==> config.mk <==
export PLATFORM = sky130hd
export DESIGN_NAME = seq_pattern_detector
export DESIGN_NICKNAME = d
export VERILOG_FILES = /design/src/rtl/seq_pattern_detector.sv
export SDC_FILE = /design/constraint.sdc
export NUM_CORES = 1
export LEC_CHECK = 0
export ABC_AREA = 1
export CAP_MARGIN = 20
export CORE_MARGIN = 2
export CORE_UTILIZATION = 35
export DETAILED_ROUTE_END_ITERATION = 7
export HOLD_SLACK_MARGIN = 0.12
export PLACE_DENSITY = 0.63
export SYNTH_ARGS = -nofsm -noshare
export SYNTH_HDL_FRONTEND = slang
export SYNTH_SLANG_ARGS = --single-unit
==> constraint.sdc <==
create_clock -name clock -period 2.13 [get_ports clock]
set_input_delay 0.5325 -clock clock [delete_from_list [all_inputs] [get_ports clock]]
set_output_delay 0.5325 -clock clock [all_outputs]
set_load 0.05 [all_outputs]
==> src/rtl/seq_pattern_detector.sv <==
// seq_pattern_detector: runtime-loadable 1..W bit serial pattern matcher with overlap control.
// Define SEQDET_MATCH_COUNT_EN to build the saturating match counter; otherwise match_count is tied to 0.
module seq_pattern_detector #(
  parameter int W = 8,
  parameter int LEN_W = 4,
  parameter int CNT_W = 8,
  parameter logic [W-1:0] RESET_PAT = W'(8'b0000_1101),
  parameter int RESET_LEN = 4
) (
  input  logic             clock,
  input  logic             resetn,
  input  logic             load,
  input  logic [W-1:0]     pat_in,
  input  logic [LEN_W-1:0] len_in,
  input  logic             overlap,
  input  logic             w_valid,
  input  logic             w,
  output logic             match,
  output logic [CNT_W-1:0] match_count,
  output logic [LEN_W-1:0] progress
);
  localparam logic [LEN_W-1:0] RST_LEN = LEN_W'((RESET_LEN > W) ? W : RESET_LEN);
  localparam logic [LEN_W-1:0] LEN_MAX = LEN_W'(W);
  logic [W-1:0]     pat_q, hist_q, hist_d, mask;
  logic [LEN_W-1:0] len_q, fill_q, fill_d;
  logic             match_q, hit;
  function automatic logic [LEN_W-1:0] clamp(input logic [LEN_W-1:0] l);
    return (int'(l) > W) ? LEN_MAX : l;
  endfunction
  always_comb begin
    hist_d = {hist_q[W-2:0], w};
    fill_d = (fill_q == LEN_MAX) ? fill_q : fill_q + LEN_W'(1);
    mask   = (W'(1) << len_q) - W'(1);
    hit    = (len_q != '0) && (fill_d >= len_q) && (((hist_d ^ pat_q) & mask) == '0);
  end
  always_ff @(posedge clock or negedge resetn) begin
    if (!resetn) begin
      pat_q   <= RESET_PAT;
      len_q   <= RST_LEN;
      hist_q  <= '0;
      fill_q  <= '0;
      match_q <= 1'b0;
    end else if (load) begin
      pat_q   <= pat_in;
      len_q   <= clamp(len_in);
      hist_q  <= '0;
      fill_q  <= '0;
      match_q <= 1'b0;
    end else if (w_valid) begin
      hist_q  <= hist_d;
      match_q <= hit;
      fill_q  <= (hit && !overlap) ? '0 : fill_d;
    end else begin
      match_q <= 1'b0;
    end
  end
`ifdef SEQDET_MATCH_COUNT_EN
  logic [CNT_W-1:0] cnt_q;
  always_ff @(posedge clock or negedge resetn) begin
    if (!resetn) cnt_q <= '0;
    else if (load) cnt_q <= '0;
    else if (w_valid && hit && !(&cnt_q)) cnt_q <= cnt_q + CNT_W'(1);
  end
  assign match_count = cnt_q;
`else
  assign match_count = '0;
`endif
  assign match    = match_q;
  assign progress = fill_q;
endmodule

# ---- Yosys cells after proc, flatten, opt, wreduce, memory -nomap -nowiden
# Cells that the tools add are included.
dict set report classes {
  add_sub_neg 2
  n_lt_le_gt_ge 2
  n_eq_ne 1
  n_shift 1
  mux 9
  n_bitwise 2
  reduce_logical 7
}
# op n
set op_table {}
lappend op_table {{$mux W4} 5}
lappend op_table {{$mux W7} 2}
lappend op_table {{$and A8 B8 Y8} 1}
lappend op_table {{$logic_not A8 Y1} 1}
lappend op_table {{$shl A1 B4 Y8 const A} 1}
lappend op_table {{$sub A8 B2 Y8 const B} 1}
lappend op_table {{$xor A8 B8 Y8} 1}
lappend op_table {{$add A4 B1 Y4 const B} 1}
lappend op_table {{$eq A4 B4 Y1 const B} 1}
lappend op_table {{$ge A4 B4 Y1} 1}
lappend op_table {{$gt A4 B4 Y1 const B} 1}
lappend op_table {{$reduce_bool A4 Y1} 1}
lappend op_table {{$logic_and A1 B1 Y1} 3}
lappend op_table {{$mux W1} 2}
lappend op_table {{$reduce_bool A2 Y1} 1}
lappend op_table {{$logic_not A1 Y1} 1}
dict set report word_totals {
  ff_bits 24
  out_inout_bits 13
}

# ---- Depth between registers and ports, before layout
dict set report logic_depth {
  depth_word 9
  ltp_mapped 14
  mapped_depth_nobuf 14
}

# ---- Worst setup path before layout
# Ideal clock, no wire load.
dict set report synth_path {
  kind {register to register}
  startpoint {reg fill_q[0], in the netlist progress[0]}
  endpoint {reg fill_q[0], in the netlist progress[0]}
  setup_ns 0.118
  arrival_time_ns 2.092
  required_time_ns 2.012
  setup_slack_ns -0.080
  stages_incl_launch_ff 14
  path_buffers 0
  cell_sequence {dfrtp_1 -> inv_1 -> ha_1 -> nand2_1 -> nor2_1 -> xor2_1 -> ha_1 -> nand2_1 -> nor2_1 -> nor2_1 -> nor2_1 -> nand3_2 -> nand2_1 -> nand2_1}
}
dict set report synth_between {
  elab_chain_len 9
}
# item line
set synth_rtl {}
lappend synth_rtl {{from (decl)} 25} ;# logic [LEN_W-1:0] len_q, fill_q, fill_d;
lappend synth_rtl {{from (signal assigned)} 52} ;# fill_q <= (hit && !overlap) ? '0 : fill_d;
lappend synth_rtl {{$add A4 B1 Y4 or $eq A4 B4 Y1 (tied branches)} 32} ;# fill_d = (fill_q == LEN_MAX) ? fill_q : fill_q + LEN_W'(1);
lappend synth_rtl {{$mux W4 (*)} 32}
lappend synth_rtl {{$ge A4 B4 Y1} 34} ;# hit = (len_q != '0) && (fill_d >= len_q) && (((hist_d ^ pat_q) & mask) == '0);
lappend synth_rtl {{$logic_and A1 B1 Y1 (2 in series)} 34}
lappend synth_rtl {{$logic_and A1 B1 Y1} 52}
lappend synth_rtl {{$mux W4 (*)} 52}
lappend synth_rtl {{$mux W4 (*)} 49} ;# end else if (w_valid) begin
lappend synth_rtl {{$mux W4 (*)} 43} ;# end else if (load) begin
# Every way passes the cells marked *; elsewhere a longest branch is shown, timed or not. The select of a mux whose other input is x is not followed.
# A chain may end at the register's enable or synchronous reset.

# ---- Worst setup path in the final report
dict set report layout_path {
  startpoint {reg fill_q[2], in the netlist progress[2]}
  endpoint {out progress[2]}
}
# item line
set layout_lines {}
lappend layout_lines {{to (decl)} 20} ;# output logic [LEN_W-1:0] progress
# No word-level cell between the ends.

==> out/results.ini <==
[synth]
muxShareOfSynthArea_pct = 0
postSynthAreaPerCell_um2 = 7.318
synth_top_area_share_pct = 34.54
synthAdderAreaFrac_pct = 6.045
synth_top_family_by_area = simple AND/OR/NAND/NOR gates
post_synth_num_cell_types = 22
synth-seq-cells = 24
ys_warn_count = 0
syn_inst = 198
synth_xor_area_share_pct = 3.022
yosysSeqAreaShare_pct = 41.80
synthTopCellsByArea = dfrtp_1 35%, nand2_1 17%, inv_1 7.5%
synth_compound_area_share_pct = 7.858
yosysTopAreaCell = dfrtp_1
synth-simple-area-share_pct = 27.98
synth_area_mm2 = 0.001449

[floorplan]
start_util_pct = 36.22
die_y_um = 68.34
core-area_mm2 = 0.004000
die_area_mm2 = 0.004670
die_x_um = 68.34
rows = 23
ios = 31

[power_and_ir_drop]
ir_drop_mv = 0.3059
p_per_area_mw_per_mm2 = 646.6
p_leak_uw = 0.0009283
power_uw = 1196

[placed_design]
detailed_place_hpwl_um = 2246
io_buffers = 22
place.gp.congestion = 0.7684
place_area_mm2 = 0.001714
dp_slack_ns = 0.09905

[final_layout]
most-common-layout-cells = 63 x nand2_1, 27 x inv_1, 21 x clkdlybuf4s50_1, 18 x dfrtp_1, 16 x nor2_1
fin_nets = 253
fin_util_pct = 46.23
area_delta_synth_final_pct = 27.63
layout-drive-gt1-share_pct = 13.66
final_common_cell = nand2_1
diodes = 0
fin_area_mm2 = 0.001849

[cts]
insertion_delay_ns = 0.27
cts_buffers = 3
h-tree-depth = 1
cts-root-buf = clkbuf_8
clockBufferDepth = 2
cts_tree = built
clk_pin_slew_worst_paths_ns = 0.09
cts_sinks = 24

[setup_path]
crit_family = buffers and inverters
path_max_fanout = 5
critPathArrivalTime_ns = 1.57
start_kind = flop
required_ns = 1.60
slowest_delay_ns = 0.85
path_cells = clkdlybuf4s50_1
path_buf_inv = 1
critPathCaptureType = primary output
crit_type = reg -> out
cp_slowest_cell = clkdlybuf4s50_1

[sta]
slew_violations = 0
grt_setup_unrepaired = yes
fmax_ghz = 0.4766
fin_setup_tns_ns = 0
timing.slew.headroom_pct = 65.34
period_share_pct = 98.51
fin_skew_ns = 0.0005244
worst_slew_pin_slew_ns = 0.5183
hold_viol = 0
layout_min_cycle_time_ns = 2.098
fin_ws_ns = 0.03173
setup_viol = 0

[routing]
ant_nets = 0
vias = 1224
drc = 0
avgViaCountPerCell = 4.419
first_pass_iters = 4
routed_wirelength_um = 3001
drtIter0Drc = 38
wl_per_cell_um = 10.83

[global_route]
grt_overflow_total = 0
grt_max_degree = 25
antenna_found_initial = 0
grt_first_pass_wirelength_um = 5085
grt_pass1_vias = 1161
grt_util_all_layers_pct = 14.65

[status]
status = finished clean

[run]
cap_violations = 0

[min_path]
min_path_type = reg -> reg

area by class of cell:
| cell class | instances | area (µm²) |
|---|---|---|
| clock buffer | 3 | 41.29 |
| clock inverter | 1 | 30.03 |
| fill | 405 | 2151 |
| inverter | 32 | 120.1 |
| multi-input combinational | 139 | 719.4 |
| sequential | 24 | 608.1 |
| tap | 50 | 62.56 |
| timing repair buffer | 28 | 267.8 |
report_power, final:
part	switching (µW)	internal, µW
clock	152	252
combinational	169	111
sequential	24.9	487
total	346	849
flip-flops by register name (all words and copies together) (netlist names):
signal	cells
match	1
pat_q	8
hist_q	7
len_q	4
progress	4
cell usage after synthesis:
cell and instances:
a21oi_1 4, buf_2 1, buf_4 8, clkbuf_1 1
clkinv_1 2, conb_1 1, dfrtp_1 20, dfstp_2 4
ha_1 7, inv_1 29, inv_2 1, nand2_1 64
nand2_2 2, nand3_1 10, nand3_2 1, nand3b_1 1
nor2_1 18, nor2_2 1, nor2_4 1, o21ai_0 10
o22ai_1 7, xor2_1 5
routing by layer:
| metal | GRT usage (%) | vias to the layer above | share of wire [%] |
|---|---|---|---|
| met2 | 23.18 | 24 | 46 |
| met1 | 20.10 | 545 | 49 |
| met5 | 0 | - | 0 |
| li1 | - | 650 | - |
| met3 | 1.480 | 5 | 3.1 |
| met4 | 6.750 | 0 | 2.0 |
worst paths after layout:
| path | start | endpoint | slack [ns] | cells past startpoint |
|---|---|---|---|---|
| min in group asynchronous | resetn | hist_q[0] | 0.61 | 2 |
| worst min-delay path | pat_q[2] | pat_q[2] | 0.49 | 2 |
| worst max register to register | progress[0] | progress[3] | 0.15 | 12 |
| max in group asynchronous | resetn | pat_q[2] | 1.23 | 2 |
| worst min register to register | pat_q[2] | pat_q[2] | 0.49 | 2 |
| worst max-delay path | progress[2] | progress[2] | 0.03 | 1 |
kinds of logic after synthesis:
| family | count (synthesis) |
|---|---|
| compound gates | 21 |
| xor+xnor | 5 |
| other cells | 1 |
| simple gates | 98 |
| buf+inv | 42 |
| fa+ha+maj | 7 |
| flops | 24 |
metrics by stage:
| stage | hold WS, ns | std cells |
|---|---|---|
| 6_report | 0.4872 | 277 |
| 5_1_grt | 0.5123 | 277 |
| 4_1_cts | 0.4955 | 274 |
| 3_5_place_dp | 0.4823 | 270 |
| 3_3_place_gp | 0.4625 | 270 |
| 2_1_floorplan | 0.2369 | 205 |
repair_timing:
action / CTS / global route
buffers inserted: 0 / 3
setup endpoints to repair: 0 / 5
resized for setup: 0 / 13
hold buffers: 0 / 0
(Power assumes the default switching activity.)
